File: src/rtl/uart_tx.sv
// rtl/uart_tx.sv - 8-bit UART transmitter, 8N1 framing (8E1 with UART_TX_PARITY_EN)
//
// Ports:
//   clk       system clock, rising edge
//   rst       asynchronous active-high reset
//   transmit  request level; a low-to-high transition asks for one frame
//   tx_data   byte to send, sampled when a request is accepted
//   txd       registered serial line, idle high
//   tx_done   registered, high when idle/ready, low while a frame is in flight
//
// Optional feature: define UART_TX_PARITY_EN to add an even-parity bit after
// the data bits. With it undefined the parity state and its logic are absent.

module uart_tx #(
    parameter int CLKS_PER_BIT = 434
) (
    input  logic       clk,
    input  logic       rst,
    input  logic       transmit,
    input  logic [7:0] tx_data,
    output logic       txd,
    output logic       tx_done
);

    localparam logic [15:0] LAST_CNT = 16'(CLKS_PER_BIT - 1);

    typedef enum logic [2:0] {
        IDLE   = 3'd0,
        START  = 3'd1,
        DATA   = 3'd2,
        STOP   = 3'd3
`ifdef UART_TX_PARITY_EN
        ,
        PARITY = 3'd4
`endif
    } state_t;

    state_t      state_q, state_d;
    logic [15:0] cnt_q, cnt_d;
    logic [2:0]  idx_q, idx_d;
    logic [7:0]  shift_q, shift_d;
    logic        txd_d;
    logic        done_d;
    logic        transmit_q;
    logic        request;
    logic        bit_end;

    // transmit_q resets high so a request held through reset is not seen
    // as a fresh edge once reset releases.
    assign request = transmit & ~transmit_q;
    assign bit_end = (cnt_q == LAST_CNT);

    always_ff @(posedge clk or posedge rst) begin
        if (rst) begin
            state_q    <= IDLE;
            cnt_q      <= 16'd0;
            idx_q      <= 3'd0;
            shift_q    <= 8'd0;
            txd        <= 1'b1;
            tx_done    <= 1'b1;
            transmit_q <= 1'b1;
        end else begin
            state_q    <= state_d;
            cnt_q      <= cnt_d;
            idx_q      <= idx_d;
            shift_q    <= shift_d;
            txd        <= txd_d;
            tx_done    <= done_d;
            transmit_q <= transmit;
        end
    end

    // Outputs are computed one step ahead so that txd/tx_done change on the
    // same edge as the state they belong to.
    always_comb begin
        state_d = state_q;
        cnt_d   = cnt_q;
        idx_d   = idx_q;
        shift_d = shift_q;
        txd_d   = txd;
        done_d  = tx_done;

        case (state_q)
            IDLE: begin
                txd_d  = 1'b1;
                done_d = 1'b1;
                cnt_d  = 16'd0;
                idx_d  = 3'd0;
                if (request) begin
                    shift_d = tx_data;
                    txd_d   = 1'b0;
                    done_d  = 1'b0;
                    state_d = START;
                end
            end

            START: begin
                if (bit_end) begin
                    cnt_d   = 16'd0;
                    idx_d   = 3'd0;
                    txd_d   = shift_q[0];
                    state_d = DATA;
                end else begin
                    cnt_d = cnt_q + 16'd1;
                end
            end

            DATA: begin
                if (bit_end) begin
                    cnt_d = 16'd0;
                    if (idx_q == 3'd7) begin
`ifdef UART_TX_PARITY_EN
                        txd_d   = ^shift_q;
                        state_d = PARITY;
`else
                        txd_d   = 1'b1;
                        state_d = STOP;
`endif
                    end else begin
                        idx_d = idx_q + 3'd1;
                        txd_d = shift_q[idx_q + 3'd1];
                    end
                end else begin
                    cnt_d = cnt_q + 16'd1;
                end
            end

`ifdef UART_TX_PARITY_EN
            PARITY: begin
                if (bit_end) begin
                    cnt_d   = 16'd0;
                    txd_d   = 1'b1;
                    state_d = STOP;
                end else begin
                    cnt_d = cnt_q + 16'd1;
                end
            end
`endif

            STOP: begin
                if (bit_end) begin
                    cnt_d   = 16'd0;
                    txd_d   = 1'b1;
                    done_d  = 1'b1;
                    state_d = IDLE;
                end else begin
                    cnt_d = cnt_q + 16'd1;
                end
            end

            default: begin
                state_d = IDLE;
                cnt_d   = 16'd0;
                idx_d   = 3'd0;
                txd_d   = 1'b1;
                done_d  = 1'b1;
            end
        endcase
    end

endmodule

File: config.mk
export PLATFORM = sky130hd
export DESIGN_NAME = uart_tx
export DESIGN_NICKNAME = d
export VERILOG_FILES = /design/src/rtl/uart_tx.sv
export SDC_FILE = /design/constraint.sdc
export NUM_CORES = 1
export LEC_CHECK = 0
export CORE_MARGIN = 10
export CORE_UTILIZATION = 50
export DETAILED_ROUTE_END_ITERATION = 10
export MAX_ROUTING_LAYER = met4
export PLACE_DENSITY = 0.81
export REMOVE_ABC_BUFFERS = 1
export SYNTH_ARGS = -nofsm -noshare
export SYNTH_HDL_FRONTEND = slang
export SYNTH_SLANG_ARGS = --single-unit
export TNS_END_PERCENT = 30
File: constraint.sdc
create_clock -name clk -period 1.66 [get_ports clk]
set_input_delay 0.249 -clock clk [delete_from_list [all_inputs] [get_ports clk]]
set_output_delay 0.249 -clock clk [all_outputs]
set_load 0.005 [all_outputs]
==> results.json <==
{
  "r2r_start": "cnt_q[1]$_DFF_PP0_",
  "critPathMaxFanout": 2,
  "dieHeight_um": 78.21,
  "first_pass_iters": 4,
  "via_per_inst": 5.180,
  "fmax_ghz": 0.6129,
  "synth_most_common_cell": "dfrtp_1",
  "insertedDiodeCount": 0,
  "clk_path_buf_depth": 2,
  "netlist_area_um2": 1694,
  "core_um2": 3311,
  "htreeDepth": 2,
  "power_switching_uw": 983.6,
  "synth-adder-area-share_pct": 7.386,
  "worstMarginPinSlew_ps": 401.4,
  "synth_compound_area_share_pct": 5.687,
  "crit_path_end_kind": "flip-flop",
  "postRouteWirelength_um": 3349,
  "ff2ff_setup_slack_ps": 30,
  "avgSynthCellArea_um2": 10.93,
  "status": "finished, final reports clean",
  "netlist_instances": 155,
  "die_area_um2": 6117,
  "synth-xor-area-share_pct": 7.238,
  "worstPathArrival_ps": 1850,
  "maxCapViolations": 0,
  "p_sw_share_pct": 35.30,
  "cp_cell_sequence": "inv_1, ha_1, nor3b_4, and4_4, o21ai_2, nor2_2, mux2_4",
  "vias": 1207,
  "dr.first_iter.drc_count": 84,
  "yosysUniqueCellTypes": 39,
  "post-cts-setup-buffer-count": 0,
  "rsz0062_at_grt": "yes",
  "reg2reg_to": "state_q[1]$_DFFE_PP0P_",
  "drc_errors": 0,
  "dp_hpwl_um": 2425,
  "synth_top_family_by_area": "simple AND/OR/NAND/NOR gates",
  "p_per_area_nw_per_um2": 1310,
  "critPathSlowestCell": "dfrtp_1",
  "ir_drop_mv": 0.8097,
  "area_delta_synth_final_pct": 25.55,
  "pwr-share-seq_pct": 40.4,
  "p_comb_share_pct": 44.7,
  "ys_seq_area_share_pct": 47.49,
  "synth_mux_area_share_pct": 10.34,
  "placed_cell_area_um2": 1993,
  "final_net_count": 208,
  "synth_largest_area_cell": "dfrtp_1",
  "overflow": 0,
  "clk_pin_slew_ps": 100,
  "grt_pass1_vias": 1268,
  "power.internal_mw": 1.803,
  "max-slew-margin-rel_pct": 73.24,
  "synth_edf_count": 0,
  "path_class": "flip-flop to flip-flop",
  "ys.flop_type": "dfrtp_1",
  "io_pins": 13,
  "ys.warnings.count": 0,
  "wl_per_cell_um": 14.37,
  "period_share_pct": 98.29,
  "die_w_um": 78.21,
  "antenna_found_initial": 0,
  "power_mw": 2.786,
  "drive_gt1_share_pct": 28.88,
  "port_buffers": 12,
  "hold_viol_final": 0,
  "yosys.area_share.simple_pct": 18.76,
  "worstRegToRegCells": 7,
  "synthDominantCellAreaShare_pct": 42.84,
  "required_ps": 1880,
  "setup_viol": 0,
  "synth_area_leaders": "dfrtp_1, ha_1, mux2_2, xor2_1, dfstp_2",
  "start_kind": "flip-flop",
  "design_area_um2": 2127,
  "async_flop_share_pct": 100.0,
  "row_count": 21,
  "ys_seq_elements": 32,
  "layout_min_cycle_time_ps": 1632,
  "ant_nets": 0,
  "cts_sinks": 32,
  "fillers": 266,
  "synth_common_cells": "dfrtp_1, nor2_1, nand2_1, ha_1, xor2_1",
  "cellLeakagePower_nw": 0.9652,
  "power_frac_clock_pct": 14.9,
  "grt_max_degree": 33,
  "cts_tree": "built",
  "gp_congestion": 0.9366,
  "grt_pass1_wl_um": 5533,
  "finalClockSkew_ps": 7.323,
  "hold_class": "input pin to async pin",
  "track_usage_pct": 11.41,
  "clkLatencyLatePin_ps": 330,
  "max_stage_delay_ps": 390,
  "clockRootBuffer": "clkbuf_4",
  "start_util_pct": 51.17,
  "cts_buffers": 5,
  "drv_slew": 0
}
-- critical path: cells and delay by family (launching register included) --
kind	cells	cell delay (ps)
mux	1	300
compound gates	1	70
simple gates	3	570
flops	1	390
buf+inv	1	60
fa+ha+maj	1	140
-- registers in the layout, summed over array words and instances (netlist names) --
name        cells
shift_q         8
idx_q           3
txd             1
state_q         2
transmit_q      1
cnt_q          16
tx_done         1
-- cell type report --
cell class | instances | area [um2] | area share [%]
clock buffer | 5 | 37.54 | 1.765
clock inverter | 2 | 12.51 | 0.5882
inverter | 7 | 26.28 | 1.235
multi-input combinational | 111 | 913.4 | 42.94
sequential | 32 | 805.8 | 37.88
tap | 46 | 57.56 | 2.706
timing repair buffer | 30 | 274.0 | 12.88
-- how the worst max path moves through the flow --
stage                             end  slack [ps]  depth (start not counted)                    from
2_1_floorplan  state_q[1]$_DFFE_PP0P_         -40                          6  state_q[0]$_DFFE_PP0P_
3_5_place_dp   state_q[1]$_DFFE_PP0P_         -30                          6  state_q[0]$_DFFE_PP0P_
5_1_grt        state_q[1]$_DFFE_PP0P_         -30                          7      cnt_q[1]$_DFF_PP0_
4_1_cts        shift_q[0]$_DFFE_PP0P_           9                          6  state_q[0]$_DFFE_PP0P_
6_report       state_q[1]$_DFFE_PP0P_          30                          7      cnt_q[1]$_DFF_PP0_
3_3_place_gp   state_q[1]$_DFFE_PP0P_          20                          6                transmit
-- placed cells by master (no fill, tap or decap), types with 2 or more instances in the layout --
cell             synthesis  routed
dfrtp_1                 29      28
nor2_1                  19      19
buf_4                    1      16
nand2_1                 12      12
clkdlybuf4s50_1          0      11
xor2_1                  10      10
mux2_2                   9       9
ha_1                    10       8
inv_1                    7       6
nand3_1                  6       5
clkbuf_4                 0       5
mux2i_1                  4       4
xnor2_1                  4       4
and4_1                   3       3
nand4_1                  3       3
and3_1                   3       3
dfstp_2                  3       3
nor3_4                   0       2
o21ai_1                  0       2
nor3_1                   3       2
nand2b_1                 2       2
a22o_1                   2       2
-- power by group through the flow --
| stage | registers [mW] | logic [mW] | clock network (mW) |
|---|---|---|---|
| 2_1_floorplan | 1.09 | 0.668 | 0 |
| 3_3_place_gp | 1.11 | 1.04 | 0 |
| 3_5_place_dp | 1.12 | 1.09 | 0 |
| 4_1_cts | 1.11 | 1.12 | 0.438 |
| 5_1_grt | 1.15 | 1.35 | 0.476 |
| 6_report | 1.13 | 1.24 | 0.416 |
-- cells by family after synthesis --
logic type                 after synthesis
xor gates and xnor gates                14
muxes                                   15
AOI/OAI and AO/OA                       12
adders and majority gates               10
and+or+nand+nor                         60
DFF                                     32
buffers and inverters                   12
-- metrics by stage --
step / setup TNS, ps / instances / setup slack [ps] / util (%) / hold slack (ps)
2_1_floorplan: -40.59 / 150 / -40.59 / - / 253.5
6_report: 0 / 233 / 28.39 / 64.25 / 287.5
5_1_grt: -71.50 / 233 / -33.41 / 64.25 / 305.2
3_3_place_gp: 0 / 226 / 21.88 / 60.20 / 489.5
3_5_place_dp: -26.05 / 226 / -26.05 / 60.20 / 492.2
4_1_cts: 0 / 233 / 8.874 / 62.28 / 287.2
-- routing by layer --
metal  vias to the layer above  track usage (%)  part of all wire (%)
met5                         -                -                     0
met4                         0            3.763                  0.87
met3                         3            3.872                   2.7
met2                        15            19.90                    53
met1                       589            11.78                    43
li1                        600                -                     -
-- what timing repair did --
item / in CTS / in global routing
pin swaps: 0 / 6
hold buffers: 0 / 0
resized for setup: 4 / 15
setup endpoints to repair: 3 / 17
Power figures use the tool's default switching activity.
